$ cat config.mk
export PLATFORM = sky130hd
export DESIGN_NAME = mem
export DESIGN_NICKNAME = d
export VERILOG_FILES = /design/src/rtl/mem.sv
export SDC_FILE = /design/constraint.sdc
export NUM_CORES = 2
export LEC_CHECK = 0
export CAP_MARGIN = 20
export CORE_ASPECT_RATIO = 1.25
export CORE_MARGIN = 5
export CORE_UTILIZATION = 35
export DETAILED_ROUTE_END_ITERATION = 8
export GPL_TIMING_DRIVEN = 0
export PLACE_DENSITY = 0.56
export SKIP_LAST_GASP = 1
export SLEW_MARGIN = 5
export SYNTH_ARGS = -nofsm -noshare
export SYNTH_HDL_FRONTEND = slang
export SYNTH_SLANG_ARGS = --single-unit
$ cat constraint.sdc
create_clock -name clk -period 2.1 [get_ports clk]
set_clock_uncertainty 0.15 [all_clocks]
set_input_delay 0.21 -clock clk [delete_from_list [all_inputs] [get_ports clk]]
set_output_delay 0.21 -clock clk [all_outputs]
set_load 0.01 [all_outputs]
$ cat src/rtl/mem.sv
// Single-port synchronous RAM: 2**ADDR words of WORD bits, registered read
// returning pre-edge contents, whole array and read register cleared by async reset.
module mem #(
  parameter int ADDR = 8,
  parameter int WORD = 8
) (
  input  logic            clk,
  input  logic [ADDR-1:0] addr,
  input  logic [WORD-1:0] data_in,
  input  logic            wr,
  output logic [WORD-1:0] data_out,
  input  logic            rst_n
);

  localparam int DEPTH = 1 << ADDR;

  logic [WORD-1:0] mem_q [DEPTH];
  logic [WORD-1:0] data_q;
  logic [WORD-1:0] data_d;
  logic            wr_en;

  // Read path samples the array before this edge's write lands (read-old-data).
  always_comb begin
    data_d = mem_q[addr];
    wr_en  = (wr == 1'b1);
  end

  always_ff @(posedge clk or negedge rst_n) begin
    if (!rst_n) begin
      data_q <= '0;
      for (int i = 0; i < DEPTH; i++) begin
        mem_q[i] <= '0;
      end
    end else begin
      data_q <= data_d;
      if (wr_en) begin
        mem_q[addr] <= data_in;
      end
    end
  end

  assign data_out = data_q;

endmodule

# After elaboration in Yosys (flattened, before gate mapping)
# Cells that the tools add are included.
[op_classes]
n_reduce_logical = 1
magnitude_cmp = 2
n_mux = 6
bitwise_logic = 1
[op_table]
columns = ["op", "n"]
rows = [
  ["$bwmux 2048", 1],
  ["$bmux 8 s8", 1],
  ["$demux 8 s8", 1],
  ["$mux 8", 3],
  ["$ge 9x9->1 const B", 1],
  ["$lt 9x1->1 const B", 1],
  ["$not 8->9", 1],
  ["$logic_and 1x1->1", 1],
]
[word_totals]
register_bits = 2056
input_bits = 19

# Logic depth before layout (Yosys ltp)
[logic_depth]
ltp_word = 6
depth_mapped = 9

# Least setup slack after synthesis
# Ideal clock, no wire load.
[synth_timing]
path_kind = "input -> register"
startpoint = "input addr[1]"
endpoint = "register data_q[5], in the netlist data_out[5]"
arrival_ns = 1.937
stages = 8
path_buffers = 3
setup_slack_ns = -0.130
path_cell_list = "buf_2 clkbuf_1 clkbuf_1 mux4_2 a22oi_1 a21oi_1 o41ai_1 nand4_1"
[synth_between]
elab_chain_len = 4
[synth_rtl]
columns = ["item", "line", "text"]
rows = [
  ["start, declared", "8", "input logic [ADDR-1:0] addr,"],
  ["$not 8->9 (implied by the code)", "24", "data_d = mem_q[addr];"],
  ["$bmux 8 s8", "24", ""],
  ["$mux 8 (implied by the code) (2 in series)", "24", ""],
  ["net data_d[5]", "19", "logic [WORD-1:0] data_d;"],
  ["end signal, assigned", "35", "data_q <= data_d;"],
  ["end, declared", "18", "logic [WORD-1:0] data_q;"],
]
# The timed path passes the listed nets, and every way through them passes these cells. The select of a mux whose other input is x is not followed.
# A chain may end at the register's enable or synchronous reset.

# Final worst setup path
[layout_timing]
startpoint = "input addr[5]"
endpoint = "register data_q[3], in the netlist data_out[3]"
# The elaborated chain is that of the path after synthesis.

==> metrics.txt <==
R2R Path Start=mem_q[1731]; #FFs+latches synth=roughly 2000; Worst-path clk slew=about 0.060 ns; DRT antenna net count=0; gr usage total=0.239; Pint=between 0.06 and 0.07 W; Detailed Routing Iterations Pass 1=6; top_reg_cell synth=dfrtp_1; Post-Place Cells=between 9000 and 10000; Post-synth EDFFs=0; final worst path period share=1.48; IO buf count=13; post-synth top area cell=dfrtp_1; DPL Wire Length=between 200 and 250 mm; TritonCTS clock tree=done; Tot Pwr=approximately 0.090 W; WL met1=128 mm; most frequent cell after synthesis=dfrtp_1; initial antenna violation count=25; RePlAce Congestion=0.948; Via Count=about 57000; site row count=212; Hold WC Path Type=input port to asynchronous set/reset pin; Worst setup EP type=flop; Final setup viols=160; Place WS=-3.95 ns; fmax=approximately 320 MHz; maximum capacitance violations=0; Startpoint Class=input port; vias in the first global route=about 61000; Commonest cells post-synth=2056 x dfrtp_1, 2048 x mux2_2, 512 x mux4_2; max-slew violations=0; initial drt markers=5057; Max VDD drop=between 0.6 and 0.7 mV; sw frac=0.253; die height=slightly below 600 um; final hold slack=-0.883 ns; metal2 WL=between 150 and 200 mm; Post-Syn Area=between 90000 and 100000 um2; P&R area growth vs syn=17.1%; nets=a little over 6000; Setup Crit Path Kind=input port to flop; Tightest Pin Transition=around 1.2 ns; DRC errors left=0; P per Cell Area=823 nW/um2; status=complete, but fails checks; TritonCTS sink count=2056; Worst R2R Setup Slack=-0.96 ns; Detailed Route WL=between 300 and 400 mm; Final min period=approximately 3.1 ns; placed inst area=approximately 100000 um2; Comb pwr share=0.091; root buffer cell=clkbuf_16; Cells after Synth=approximately 5800; largest net degree at the start of global routing=between 100 and 150; CP startpoint=addr[5]; routed wl met3=about 23 mm; syn_area_per_cell=16.0 um2; Non-Filler Instances=roughly 10000; first-pass GRT wire length=473 mm; Leak=~51 nW; Worst Path Required=roughly 2.5 ns; Synth area leaders=dfrtp_1 55%, mux2_2 25%, mux4_2 12%, a22oi_1 2.1%, clkbuf_1 1.3%; worst-path fanout max=10; syn nets=approximately 5900; Clk pwr share=0.438; ys async rst share=1.00; Psw=around 0.023 W; register area share after synthesis=0.550; Initial Utilization=0.351; Finished Cell Area=109000 um2; core box area=roughly 270000 um2; distinct cell type count of the synthesized netlist=29; setup ws final=-1.01 ns; grt ovf=0; Synth top area share=0.550; htree depth=4; Hold Fails Final Rpt=around 600; arrival time worst endpoint=3.52 ns; worst-skew pair later-pin latency=0.93 ns; top sig layer=met5; sequential power share=0.471; clk buf depth=4; via/cell ratio=approximately 5.7; area of the die=about 280000 um2; I/O pins=27; RSZ-0062 raised after global routing=true; layout cells sized above 1=0.568; Synth Warn #=0; die width=around 470 um; failing checks=hold timing, setup timing; post-DR wirelength/cell=33.9 um; Max transition margin=0.195; CTS buffer count=216
state kept, by name (all words and copies together) (netlist names):
register  count
data_out      8
mem_q      2048
final timing paths:
path / endpoint / cells after the start
setup / recovery: data_out[3] / 7
hold / removal: mem_q[834] / 1
setup reg to reg: data_out[3] / 5
hold reg to reg: mem_q[1321] / 1
max in group asynchronous: mem_q[9] / 4
min in group clk: mem_q[1067] / 3
cells by family (layout without fill, tap and decap cells):
| family | after synthesis | after routing | synth area share |
|---|---|---|---|
| AOI/OAI and AO/OA | 416 | 416 | 0.0304 |
| buffers and inverters | 460 | 978 | 0.0221 |
| DFF | 2056 | 2056 | 0.550 |
| muxes | 2560 | 2560 | 0.370 |
| other | 0 | 15 | 0 |
| and+or+nand+nor | 343 | 343 | 0.0273 |
cell usage in the layout (no fill, tap or decap), types with 6 or more instances in the layout:
cell type       count
buf_4              51
buf_16             24
clkbuf_8           63
nand2_1            69
clkinv_2           48
clkinvlp_4          7
dfrtp_1          2056
a22oi_2            75
o41ai_4            18
clkbuf_4           28
a22oi_1           181
mux2_2           2048
nor2_2             43
buf_2              29
nor2_1             19
bufbuf_16           9
buf_6              56
clkbuf_2           56
bufinv_16          13
buf_8              22
diode_2            15
clkbuf_1          274
nor2_8             40
a21oi_1            75
clkbuf_16         220
dlygate4sd3_1      14
buf_12             34
a21oi_4            11
nand2_2            44
a21oi_2            42
dlymetal6s2s_1      8
nand4_1             8
o41ai_1             8
o41ai_2             6
mux4_2            512
nor2_4             90
metrics by stage:
| stage | TNS [ns] | utilization |
|---|---|---|
| 6_report | -10.59 | 0.411 |
| 5_1_grt | -6.65 | 0.411 |
| 4_1_cts | -8.84 | 0.407 |
| 3_5_place_dp | -4866.23 | 0.373 |
| 3_3_place_gp | - | 0.369 |
| 2_1_floorplan | -1.10 | - |
worst max-delay path: stages:
cell      delay [ns]
buf_2           0.27
or2_2           0.17
buf_1           0.66
clkbuf_1        0.78
a21oi_1         0.33
o41ai_4         0.56
nand4_1         0.52
layout make-up:
| cell class | instances | area, um2 |
|---|---|---|
| inverter | 1 | 3.75 |
| clock buffer | 311 | 6330 |
| multi-input combinational | 3319 | 41400 |
| antenna | 15 | 37.5 |
| sequential | 2056 | 51400 |
| tap | 3531 | 4420 |
| timing repair buffer | 129 | 2380 |
| buffer | 459 | 2620 |
| fill | 24300 | 157000 |
| clock inverter | 78 | 837 |
power by group through the flow:
stage / Combinational, W / Clock [W] / Sequential [W]
final: 0.00823 / 0.0395 / 0.0424
after global routing: 0.00866 / 0.0416 / 0.0426
after CTS: 0.00813 / 0.0400 / 0.0424
after detailed placement: 0.00781 / 0 / 0.0431
after global placement: 0.00684 / 0 / 0.0432
after floorplan: 0.00432 / 0 / 0.0428
repair_timing:
item | in CTS | in global routing
hold buffers | 9 | 9
pin swaps | 45 | 46
gates cloned | 9 | 3
buffers inserted | 14 | 19
endpoints found under the hold margin | 562 | 468
gates resized for setup | 367 | 113
endpoints found under the setup margin | 2652 | 942
metal layers:
layer / vias to the layer above / GRT usage
met3: 768 / 0.0497
met1: 31300 / 0.294
met5: - / 0.00257
met2: 2092 / 0.386
met4: 4 / 0.146
li1: 22700 / -
(Power assumes the default switching activity.)
